## config.mk

```make
export PLATFORM = sky130hd
export DESIGN_NAME = s2p_seq_ctrl
export DESIGN_NICKNAME = d
export VERILOG_FILES = /design/src/rtl/s2p_seq_ctrl.sv
export SDC_FILE = /design/constraint.sdc
export NUM_CORES = 1
export LEC_CHECK = 0
export BUFFER_PORTS_ARGS = -buffer_cell sky130_fd_sc_hd__buf_2
export CAP_MARGIN = 10
export CORE_UTILIZATION = 45
export DETAILED_ROUTE_END_ITERATION = 12
export HOLD_SLACK_MARGIN = 0.12
export PLACE_DENSITY = 0.65
export SLEW_MARGIN = 20
export SYNTH_ARGS = -nofsm -noshare
export SYNTH_HDL_FRONTEND = slang
export SYNTH_SLANG_ARGS = --single-unit
export TNS_END_PERCENT = 20
```

## constraint.sdc

```tcl
create_clock -name CLK -period 2.1 [get_ports CLK]
set_input_delay 0.105 -clock CLK [delete_from_list [all_inputs] [get_ports CLK]]
set_output_delay 0.105 -clock CLK [all_outputs]
set_load 0.01 [all_outputs]
```

## src/rtl/s2p_seq_ctrl.sv

```systemverilog
// rtl/s2p_seq_ctrl.sv - sequencer driving MODO/ENB/DIR of an 8-bit serial/parallel shift register
// Accepts one TX/RX/ROT/LDONLY command per START and enables the register for exactly the needed edges.
module s2p_seq_ctrl #(
   parameter int WIDTH = 8,
   parameter int CNT_W = 4
) (
   input  logic       CLK,
   input  logic       RESET,
   input  logic       START,
   input  logic [1:0] OP,
   input  logic       DIR_IN,
   input  logic [2:0] ROT_N,
   input  logic       HOLD,
   output logic [1:0] REG_MODO,
   output logic       REG_ENB,
   output logic       REG_DIR,
   output logic       BUSY,
   output logic       DONE
);

   localparam logic [1:0] MODO_PUSH  = 2'b00;
   localparam logic [1:0] MODO_CYCLE = 2'b01;
   localparam logic [1:0] MODO_LOAD  = 2'b10;

   localparam logic [1:0] OP_TX  = 2'b00;
   localparam logic [1:0] OP_RX  = 2'b01;
   localparam logic [1:0] OP_ROT = 2'b10;
   localparam logic [1:0] OP_LD  = 2'b11;

   typedef enum logic [2:0] {
      S_IDLE  = 3'd0,
      S_LOAD  = 3'd1,
      S_SHIFT = 3'd2,
      S_ROT   = 3'd3,
      S_DONE  = 3'd4
   } state_t;

   state_t             state_q, state_d;
   logic [CNT_W-1:0]   cnt_q, cnt_d;
   logic [1:0]         op_q, op_d;
   logic               dir_q, dir_d;
   logic [2:0]         n_q, n_d;

   always_comb begin
      state_d = state_q;
      cnt_d   = cnt_q;
      op_d    = op_q;
      dir_d   = dir_q;
      n_d     = n_q;
      case (state_q)
         S_IDLE: begin
            if (START) begin
               op_d  = OP;
               dir_d = DIR_IN;
               n_d   = ROT_N;
               cnt_d = '0;
               case (OP)
                  OP_TX, OP_LD: state_d = S_LOAD;
                  OP_RX:        state_d = S_SHIFT;
                  OP_ROT:       state_d = (ROT_N == 3'd0) ? S_DONE : S_ROT;
                  default:      state_d = S_IDLE;
               endcase
            end
         end
         S_LOAD: begin
            if (!HOLD) begin
               cnt_d   = '0;
               state_d = (op_q == OP_TX) ? S_SHIFT : S_DONE;
            end
         end
         S_SHIFT: begin
            if (!HOLD) begin
               cnt_d = cnt_q + 1'b1;
               if (cnt_q == CNT_W'(WIDTH - 1))
                  state_d = S_DONE;
            end
         end
         S_ROT: begin
            // ROT is only entered with a nonzero count, so the count is reached before wrap.
            if (!HOLD) begin
               cnt_d = cnt_q + 1'b1;
               if (cnt_d == CNT_W'(n_q))
                  state_d = S_DONE;
            end
         end
         S_DONE:  state_d = S_IDLE;
         default: state_d = S_IDLE;
      endcase
   end

   always_ff @(posedge CLK) begin
      if (!RESET) begin
         state_q <= S_IDLE;
         cnt_q   <= '0;
         op_q    <= 2'b00;
         dir_q   <= 1'b0;
         n_q     <= 3'd0;
      end else begin
         state_q <= state_d;
         cnt_q   <= cnt_d;
         op_q    <= op_d;
         dir_q   <= dir_d;
         n_q     <= n_d;
      end
   end

   always_comb begin
      REG_MODO = MODO_LOAD;
      REG_DIR  = 1'b0;
      case (state_q)
         S_SHIFT: begin
            REG_MODO = MODO_PUSH;
            REG_DIR  = dir_q;
         end
         S_ROT: begin
            REG_MODO = MODO_CYCLE;
            REG_DIR  = dir_q;
         end
         default: ;
      endcase
   end

   assign REG_ENB = ((state_q == S_LOAD) || (state_q == S_SHIFT) || (state_q == S_ROT)) && !HOLD;
   assign BUSY    = (state_q != S_IDLE);
   assign DONE    = (state_q == S_DONE);

endmodule

```

; ---- Word level (Yosys, flattened, before mapping)
; Cells that the tools add are included.
[word_totals]
register_bits = 13
inputBits = 10
elab_cells = 53
[op_classes]
add_sub_neg = 1
n_eq_ne = 16
muxes = 16
n_reduce_logical = 15
[op_table]
columns = op, n
row1 = 2-to-1 mux 3 bit, 8
row2 = != test 2 bit (second input constant), 7
row3 = 2-to-1 mux 4 bit, 3
row4 = case mux 3 bit (4 select lines), 1
row5 = case mux 4 bit (3 select lines), 1
row6 = case mux 3 bit (3 select lines), 1
row7 = equality test 3 x 2 -> 1 bit (second input constant), 2
row8 = logical NOT 3 bit, 2
row9 = AND reduction 6 bit, 1
row10 = nonzero test 3 bit, 2
row11 = adder 4 x 1 -> 4 bit (second input constant), 1
row12 = equality test 2 bit (second input constant), 2
row13 = equality test 4 x 3 -> 1 bit, 1
row14 = equality test 4 x 3 -> 1 bit (second input constant), 1
row15 = logical NOT 2 bit, 2
row16 = case mux 2 bit (2 select lines), 1
row17 = AND reduction 4 bit, 1
row18 = OR reduction 2 bit, 2
row19 = equality test 3 x 1 -> 1 bit (second input constant), 1
row20 = equality test 3 bit (second input constant), 1
row21 = equality test 2 x 1 -> 1 bit (second input constant), 1
row22 = logical OR 1 bit, 2
row23 = AND reduction 2 bit, 1
row24 = logical AND 1 bit, 1
row25 = 2 further kinds, 2

; ---- Longest topological paths before layout
; Gate-level depths: netlist of the first run.
[logic_depth]
ltp_word = 5
depth_mapped = 6

; ---- Least setup slack after synthesis of the first run
; OpenSTA, ideal clock, no wires.
[synth_path]
path_type = flip-flop to flip-flop
startpoint = reg cnt_q[0]
endpoint = reg state_q[0]
setup_time_ps = 74
arrival_time_ps = 1589
t_required_ps = 2026
path_slack_ps = 436
path_stages_with_launch = 6
path_buffers = 0
synth_period_minus_slack_ps = 1664
cell_sequence = dfxtp_1 -> ha_1 -> nand2_1 -> or4b_2 -> a31o_2 -> a31oi_1
[synth_via]
elab_chain_len = 4
[synth_lines]
columns = item, line
row1 = "start, declared", 39  ; logic [CNT_W-1:0] cnt_q, cnt_d;
row2 = "start signal, assigned", 100  ; cnt_q <= cnt_d;
row3 = adder 4 x 1 -> 4 bit, 81  ; cnt_d = cnt_q + 1'b1;
row4 = equality test 4 x 3 -> 1 bit, 82  ; if (cnt_d == CNT_W'(n_q))
row5 = != test 2 bit (no source line), n/a
row6 = AND reduction 6 bit (no source line) *, n/a
row7 = "end signal, assigned", 99  ; state_q <= state_d;
row8 = "end, declared", 38  ; state_t state_q, state_d;
; Mark *: on every way between the ends. The rest lies on a longest branch, timed or not.
; A chain may end at the register's enable or synchronous reset.

; ---- Worst setup path after layout of the first run
; Same ends and word-level chain as after synthesis.

==> results of run 1 <==
[layer usage]
layer,routed length (microns),track usage [%],part of all wire (%),up-vias
met5,0,0,0,-
met4,38,11.25,2.3,0
met3,54,3.750,3.3,5
met2,731,29.55,44,17
met1,824,27.98,50,332
li1,-,-,-,373
[power groups by stage]
stage | registers [uW] | logic [uW] | clock network (uW)
floorplan | 301 | 248 | 0
global placement | 327 | 285 | 0
detailed placement | 328 | 286 | 0
CTS | 322 | 298 | 159
global route | 329 | 333 | 172
finish | 322 | 296 | 156
[cell type report]
cell class                      count  area, sq um  share of cell area [%]
Multi-Input combinational cell     70        465.4                   48.95
Sequential cell                    13        260.3                   27.37
Timing Repair Buffer               23        152.6                   16.05
Clock buffer                        4        26.28                   2.763
Inverter                            7        26.28                   2.763
Tap cell                           16        20.02                   2.105
[through the flow]
| stage | total power, uW | util (%) | area (sq um) | instances |
|---|---|---|---|---|
| finish | 773.9 | 61.00 | 950.9 | 133 |
| CTS | 778.5 | 61.00 | 950.9 | 133 |
| floorplan | 549.2 | - | 779.5 | 95 |
| detailed placement | 613.8 | 54.82 | 854.6 | 122 |
| global placement | 611.9 | 54.82 | 854.6 | 122 |
| global route | 834.0 | 61.00 | 950.9 | 133 |
[repair_timing]
| action | 4_1_cts | 5_1_grt |
|---|---|---|
| hold buffers | 7 | 0 |
| gates resized for setup | 0 | 0 |
| setup buffers | 0 | 0 |
| endpoints found under the hold margin | 8 | 0 |
[kinds of logic (layout without fill, tap and decap cells)]
kind of cell             after synthesis  count (layout)  share of synthesized area (%)
adder cells (fa/ha/maj)                3               3                          4.816
AO/OA/AOI/OAI                         18              18                          16.69
AND/OR/NAND/NOR                       38              38                          24.88
multiplexers                           6               6                          7.705
XOR/XNOR                               5               5                          5.618
flip-flops                            13              13                          33.39
buffers and inverters                 12              34                          6.902
[cell usage after synthesis (2+ instances only)]
| cell type | n |
|---|---|
| ha_1 | 3 |
| or3b_1 | 2 |
| o41ai_1 | 2 |
| o21a_1 | 2 |
| nor3_1 | 4 |
| clkbuf_1 | 3 |
| dfxtp_1 | 13 |
| nand3_1 | 3 |
| inv_1 | 7 |
| nor2b_1 | 3 |
| mux2i_1 | 6 |
| a21oi_1 | 2 |
| and2_1 | 2 |
| o21ai_0 | 3 |
| nor2_1 | 15 |
| nand2_1 | 4 |
| a31oi_1 | 2 |
| xnor2_1 | 4 |
[worst paths after layout]
| path | cells after the start | slack (ns) | startpoint | end |
|---|---|---|---|---|
| min | 4 | 0.22 | START | state_q[0] |
| max reg2reg | 5 | 0.33 | cnt_q[0] | state_q[0] |
| max | 5 | 0.33 | cnt_q[0] | state_q[0] |
| min reg2reg | 2 | 0.49 | cnt_q[3] | cnt_q[3] |
[worst max-delay path, stage by stage, from the launching register on]
cell     delay (ns)
dfxtp_1        0.41
ha_1           0.23
nand2_1        0.08
or4b_2         0.64
a31o_2         0.22
a31oi_1        0.12
[flip-flops by register name (all words and copies together), names as in the netlist]
name and cells:
cnt_q 4, dir_q 1, n_q 3, op_q 2, state_q 3
==> flow_metrics.env, run 1 <==
export IMPL_synth_async_sr_flop_share_pct=0
export IMPL_seq_power_share_pct=41.7
export IMPL_io_pins=16
export IMPL_die_area_sq_um=1903
export IMPL_grt_start_max_net_pins=12
export IMPL_clk_latency_ns=0.28
export IMPL_cts_tree="done"
export IMPL_hold_class="in2reg"
export IMPL_nets=131
export IMPL_clockBufferDepth=2
export IMPL_skew_ns=0.001740
export IMPL_yosysSeqAreaShare_pct=33.39
export IMPL_crit_path_start_kind="flop"
export IMPL_synth_cell_types=33
export IMPL_dp_hpwl_microns=1206
export IMPL_worstPathMaxFanout=5
export IMPL_maxSlewHeadroom_pct=62.60
export IMPL_fmax_mhz=566.5
export IMPL_comb_power_share_pct=38.2
export IMPL_worst_slew_pin_slew_ns=0.5538
export IMPL_synth_edf_count=0
export IMPL_setup_viol=0
export IMPL_gr_usage_all_layers_pct=20.24
export IMPL_n_fill_cell=142
export IMPL_ant_nets=0
export IMPL_synth_avg_cell_area_sq_um=8.205
export IMPL_yosys_register_bits=13
export IMPL_p_leak_uw=0.0004183
export IMPL_drt_iter0_markers=14
export IMPL_synth_area_sq_um=779.5
export IMPL_final_layout_size_suffix_gt1_share_pct=19.66
export IMPL_switchingPower_uw=281.3
export IMPL_synth_area_leaders="dfxtp_1 (33%), mux2i_1 (7.7%), nor2_1 (7.2%), ha_1 (4.8%), xnor2_1 (4.5%)"
export IMPL_post_route_min_period_ns=1.765
export IMPL_core_area_sq_um=1559
export IMPL_ir_worst_vdd_v=0.0004994
export IMPL_place_congestion=0.7792
export IMPL_syn_nets=108
export IMPL_powerDensity_nw_per_um2=813.9
export IMPL_area_growth_pct=21.99
export IMPL_required_ns=2.31
export IMPL_cts_buffers=3
export IMPL_io_buffers=15
export IMPL_drv_slew=0
export IMPL_switching_share_pct=36.35
export IMPL_dr_pass1_iters=4
export IMPL_synth_largest_area_cell="dfxtp_1"
export IMPL_place_ws_ns=0.3514
export IMPL_critPathCaptureType="flop"
export IMPL_max_cap_viol_count=0
export IMPL_cts_root_buf="clkbuf_4"
export IMPL_vias=727
export IMPL_die_w_microns=43.62
export IMPL_rsz0062_at_grt="false"
export IMPL_antenna_found_initial=0
export IMPL_cts_num_sinks=13
export IMPL_cp_arrival_ns=1.97
export IMPL_p_int_uw=492.6
export IMPL_syn_instance_count=95
export IMPL_status="finished, final reports clean"
export IMPL_synth_top_cell_area_share_pct=33.39
export IMPL_floorplan_initialDensity_pct=50.00
export IMPL_die_h_microns=43.62
export IMPL_tns_ns=0
export IMPL_finalCritPeriodShare_pct=84.05
export IMPL_synth_ff_type="dfxtp_1"
export IMPL_crit_type="reg2reg"
export IMPL_grt_pass1_vias=650
export IMPL_final_cell_mix="nor2_1 (15), buf_2 (15), dfxtp_1 (13)"
export IMPL_clk_pin_slew_ns=0.08
export IMPL_routed_wl_microns=1649
export IMPL_grt_first_pass_wirelength_microns=2822
export IMPL_yosys_warnings=0
export IMPL_holdWs_ns=0.2177
export IMPL_rows=14
export IMPL_grt_ovfl_total=0
export IMPL_drc_errors=0
export IMPL_layout_setup_ws_ns=0.3349
export IMPL_htreeDepth=1
export IMPL_diodes=0
export IMPL_viasPerCell=5.466
export IMPL_clockPowerShare_pct=20.1
export IMPL_wl_per_cell_microns=12.40
export IMPL_finalHoldViolCount=0
Power figures use the tool's default switching activity.
==> run 2, diff against run 1 <==
--- a/config.mk
+++ b/config.mk
@@ -10,7 +10,7 @@
 export CORE_UTILIZATION = 45
 export DETAILED_ROUTE_END_ITERATION = 12
 export HOLD_SLACK_MARGIN = 0.12
-export PLACE_DENSITY = 0.65
+export PLACE_DENSITY = 0.67
 export SLEW_MARGIN = 20
 export SYNTH_ARGS = -nofsm -noshare
 export SYNTH_HDL_FRONTEND = slang
==> constraint.sdc (replaced) <==
create_clock -name CLK -period 1.6 [get_ports CLK]
set_input_delay 0.08 -clock CLK [delete_from_list [all_inputs] [get_ports CLK]]
set_output_delay 0.08 -clock CLK [all_outputs]
set_load 0.01 [all_outputs]
==> flow_metrics.env, run 2 (synthesis gave the netlist of run 1 again) <==
export IMPL_cp_arrival_ns=1.45
export IMPL_clk_latency_ns=0.27
export IMPL_dp_hpwl_microns=1409
export IMPL_critPathCaptureType="output port"
export IMPL_switching_share_pct=36.04
export IMPL_ant_nets=0
export IMPL_r2r_end="cnt_q[3]"
export IMPL_finalHoldViolCount=0
export IMPL_p_leak_uw=0.0004518
export IMPL_skew_ns=0.002040
export IMPL_rsz0062_at_grt="false"
export IMPL_stdcell_count=140
export IMPL_antenna_found_initial=0
export IMPL_max_cap_viol_count=0
export IMPL_die_area_sq_um=1903
export IMPL_viasPerCell=5.514
export IMPL_cts_buffers=3
export IMPL_area_growth_pct=32.90
export IMPL_diodes=0
export IMPL_die_h_microns=43.62
export IMPL_setup_viol=0
export IMPL_drv_slew=0
export IMPL_rows=14
export IMPL_status="finished, final reports clean"
export IMPL_worstPathMaxFanout=5
export IMPL_biggestRegsByFlops="cnt_q (4), n_q (3), state_q (3)"
export IMPL_grt_first_pass_wirelength_microns=3256
export IMPL_placed_area_sq_um=920.9
export IMPL_fin_util_pct=66.45
export IMPL_grt_pass1_vias=742
export IMPL_r2r_slack_ns=0.09
export IMPL_cts_num_sinks=13
export IMPL_drt_iter0_markers=5
export IMPL_grt_ovfl_total=0
export IMPL_crit_path_start="state_q[1]"
export IMPL_p_int_uw=708.1
export IMPL_ff2ff_path_depth=4
export IMPL_design_area_sq_um=1036
export IMPL_critical_path_endpoint="REG_MODO[0]"
export IMPL_cts_tree="done"
export IMPL_dr_pass1_iters=4
export IMPL_clk_pin_slew_ns=0.08
export IMPL_gr_usage_all_layers_pct=23.40
export IMPL_post_route_min_period_ns=1.532
export IMPL_core_area_sq_um=1559
export IMPL_routed_wl_microns=1938
export IMPL_required_ns=1.52
export IMPL_die_w_microns=43.62
export IMPL_worst_slew_pin_slew_ns=0.3799
export IMPL_grt_start_max_net_pins=12
export IMPL_io_pins=16
export IMPL_vias=772
export IMPL_layout_setup_ws_ns=0.06833
export IMPL_largest_reg_flops=4
export IMPL_io_buffers=15
export IMPL_clockBufferDepth=2
export IMPL_r2r_start="state_q[1]"
export IMPL_final_layout_size_suffix_gt1_share_pct=29.03
export IMPL_fmax_mhz=652.9
export IMPL_maxSlewHeadroom_pct=74.64
export IMPL_htreeDepth=1
export IMPL_clockPowerShare_pct=18.6
export IMPL_largest_register="cnt_q"
export IMPL_wl_per_cell_microns=13.84
export IMPL_comb_power_share_pct=44.5
export IMPL_placed_cells_incl_taps=129
export IMPL_hold_class="in2reg"
export IMPL_finalCritPeriodShare_pct=95.73
export IMPL_drc_errors=0
export IMPL_min_from="START"
export IMPL_cts_root_buf="clkbuf_4"
export IMPL_nets=138
export IMPL_crit_type="reg2out"
export IMPL_powerDensity_nw_per_um2=1069
export IMPL_seq_power_share_pct=36.9
export IMPL_final_cell_mix="nor2_1 (15), buf_2 (15), dfxtp_1 (11)"
export IMPL_crit_path_start_kind="flop"
export IMPL_p_total_uw=1107
export IMPL_place_ws_ns=-0.01465
export IMPL_ir_worst_vdd_v=0.0007559
export IMPL_floorplan_initialDensity_pct=50.00
export IMPL_place_congestion=0.7997
export IMPL_switchingPower_uw=399.0
==> run 2: per-layer routing <==
layer	share of wire, %	GRT usage [%]
met5	0	0
met1	44	27.84
met3	3.6	2.500
met2	50	41.49
met4	2.5	11.25
==> run 2: through the flow <==
step	TNS (ns)	hold WS [ns]
2_1_floorplan	0	0.1977
3_3_place_gp	0	0.3176
3_5_place_dp	-0.01465	0.3346
4_1_cts	0	0.1933
5_1_grt	0	0.1946
6_report	0	0.1972
==> run 2: power groups by stage <==
stage	combinational, uW	sequential [uW]	clock, uW
6_report	493	408	206
5_1_grt	547	413	232
4_1_cts	486	407	210
3_5_place_dp	471	415	0
3_3_place_gp	461	412	0
2_1_floorplan	327	398	0
==> run 2: cell type report <==
cell class / instances / area [sq um]
Fill cell: 128 / 523.0
Tap cell: 16 / 20.02
Clock buffer: 4 / 26.28
Multi-Input combinational cell: 70 / 495.5
Timing Repair Buffer: 30 / 205.2
Inverter: 7 / 26.28
Sequential cell: 13 / 262.8
==> run 2: worst min-delay path by stage <==
stage | endpoint | slack (ns) | cells past startpoint
2_1_floorplan | cnt_q[2] | 0.20 | 1
3_3_place_gp | dir_q | 0.32 | 3
3_5_place_dp | cnt_q[2] | 0.33 | 2
4_1_cts | state_q[0] | 0.19 | 4
5_1_grt | state_q[0] | 0.19 | 4
6_report | state_q[0] | 0.20 | 4
==> run 2: worst max-delay path, stage by stage, from the launching register on <==
cell     delay [ns]
dfxtp_1        0.41
buf_4          0.16
or2b_1         0.27
nor2_1         0.17
buf_2          0.16
==> run 2: timing repair <==
item                       CTS  global route
hold endpoints to repair     8             0
setup buffers                0             0
hold buffers                 7             0
pin swaps                    0             0
resized for setup            2             3
setup endpoints to repair    1             5
==> run 3, diff against run 2 <==
--- a/config.mk
+++ b/config.mk
@@ -7,6 +7,7 @@
 export LEC_CHECK = 0
 export BUFFER_PORTS_ARGS = -buffer_cell sky130_fd_sc_hd__buf_2
 export CAP_MARGIN = 10
+export CORE_ASPECT_RATIO = 0.8
 export CORE_UTILIZATION = 45
 export DETAILED_ROUTE_END_ITERATION = 12
 export HOLD_SLACK_MARGIN = 0.12
==> flow_metrics.env, run 3 (synthesis gave the netlist of run 1 again) <==
export IMPL_required_ns=1.81
export IMPL_seq_power_share_pct=36.6
export IMPL_post_cts_buffers=0
export IMPL_switchingPower_uw=391.6
export IMPL_maxSlewHeadroom_pct=73.79
export IMPL_nets=139
export IMPL_routed_wl_microns=1814
export IMPL_grt_first_pass_wirelength_microns=2932
export IMPL_n_fill_cell=157
export IMPL_setup_viol=0
export IMPL_rows=13
export IMPL_post_route_min_period_ns=1.515
export IMPL_cts_root_buf="clkbuf_4"
export IMPL_switching_share_pct=35.63
export IMPL_clockBufferDepth=2
export IMPL_layout_setup_ws_ns=0.08463
export IMPL_skew_ns=0.007830
export IMPL_drt_iter0_markers=21
export IMPL_p_total_uw=1099
export IMPL_core_area_sq_um=1627
export IMPL_cts_tree="done"
export IMPL_ant_nets=0
export IMPL_largest_reg_flops=4
export IMPL_placed_cells_incl_taps=136
export IMPL_clk_latency_ns=0.28
export IMPL_die_area_sq_um=1904
export IMPL_io_pins=16
export IMPL_dr_pass1_iters=4
export IMPL_wl_per_cell_microns=12.34
export IMPL_cpMaxStageDelayCell="dlygate4sd3_1"
export IMPL_crit_chain="dlygate4sd3_1 -> buf_2 -> inv_1 -> ha_4 -> nor2b_1 -> o21ai_0 -> a211o_2 -> a31oi_1"
export IMPL_met1_length_microns=940
export IMPL_drv_slew=0
export IMPL_final_cell_mix="nor2_1 (15), buf_2 (15), dfxtp_1 (11)"
export IMPL_final_layout_size_suffix_gt1_share_pct=28.80
export IMPL_clk_pin_slew_ns=0.08
export IMPL_die_h_microns=39.23
export IMPL_diodes=0
export IMPL_wl_met2_microns=785
export IMPL_htreeDepth=1
export IMPL_crit_path_start_kind="input pin"
export IMPL_gr_usage_all_layers_pct=21.59
export IMPL_status="finished, final reports clean"
export IMPL_p_int_uw=707.6
export IMPL_highest_signal_layer="met4"
export IMPL_area_growth_pct=34.83
export IMPL_io_buffers=15
export IMPL_worstPathMaxFanout=3
export IMPL_critPathCaptureType="flop"
export IMPL_cts_buffers=3
export IMPL_crit_type="in2reg"
export IMPL_worst_slew_pin_slew_ns=0.3928
export IMPL_powerDensity_nw_per_um2=1046
export IMPL_fmax_mhz=659.9
export IMPL_comb_power_share_pct=45.0
export IMPL_vias=745
export IMPL_cp_arrival_ns=1.73
export IMPL_max_cap_viol_count=0
export IMPL_crit_buf_inv=3
export IMPL_cts_num_sinks=13
export IMPL_clockPowerShare_pct=18.4
export IMPL_r2r_slack_ns=0.13
export IMPL_stdcell_count=147
export IMPL_ir_worst_vdd_v=0.0006360
export IMPL_largest_register="cnt_q"
export IMPL_antenna_found_initial=0
export IMPL_biggestRegsByFlops="cnt_q (4), n_q (3), state_q (3)"
export IMPL_p_leak_uw=0.0004584
export IMPL_finalCritPeriodShare_pct=94.71
export IMPL_grt_ovfl_total=0
export IMPL_place_congestion=0.8221
export IMPL_rsz0062_at_grt="false"
export IMPL_grt_start_max_net_pins=12
export IMPL_floorplan_initialDensity_pct=47.92
export IMPL_tns_ns=0
export IMPL_dp_hpwl_microns=1286
export IMPL_routed_wl_met3_microns=73
export IMPL_slowest_delay_ns=0.52
export IMPL_die_w_microns=48.53
export IMPL_crit_family="buffers and inverters"
export IMPL_finalHoldViolCount=0
export IMPL_viasPerCell=5.068
export IMPL_drc_errors=0
export IMPL_grt_pass1_vias=674
export IMPL_hold_class="in2reg"
export IMPL_place_ws_ns=0.01336
run 3: cell types whose count changed in the layout (fill, tap and decap cells not counted):
cell	delta
buf_4	+1
inv_1	+1
inv_2	-1
run 3: cell type report:
cell class	count	area, sq um	area share (%)
Tap cell	22	27.53	2.619
Inverter	7	26.28	2.500
Clock buffer	4	26.28	2.500
Timing Repair Buffer	31	212.7	20.24
Sequential cell	13	262.8	25.00
Multi-Input combinational cell	70	495.5	47.14
run 3: stage by stage:
stage	hold WS (ns)	area [sq um]	util, %
finish	0.1839	1051	64.62
global route	0.1831	1051	64.62
CTS	0.1712	1033	63.54
detailed placement	0.3255	935.9	57.54
global placement	0.3135	935.9	57.54
floorplan	0.1977	793.3	-
run 3: final timing paths:
kind | startpoint | endpoint | cells after the start
hold / removal | HOLD | cnt_q[0] | 4
hold reg to reg | dir_q | dir_q | 2
setup reg to reg | state_q[1] | cnt_q[3] | 4
setup / recovery | OP[0] | state_q[1] | 8
run 3: power by group through the flow:
stage               combinational (uW)  clock, uW  sequential (uW)
floorplan                          327          0              398
global placement                   465          0              408
detailed placement                 470          0              409
CTS                                487        211              402
global route                       550        226              408
finish                             494        202              403
run 3: worst register-to-register path, delay by kind of cell (launching register included):
kind	cells	cell delay, ns
DFF	1	0.33
and+or+nand+nor	2	0.74
AOI/OAI and AO/OA	2	0.33
run 3: per-layer routing:
metal | up-vias | global-route usage (%)
li1 | 390 | -
met1 | 336 | 28.14
met2 | 17 | 33.10
met3 | 2 | 5.882
met4 | 0 | 11.03
met5 | - | 0
run 3: what timing repair did:
action	in CTS	in global routing
setup endpoints to repair	1	3
hold endpoints to repair	8	0
hold buffers	7	0
resized for setup	1	3
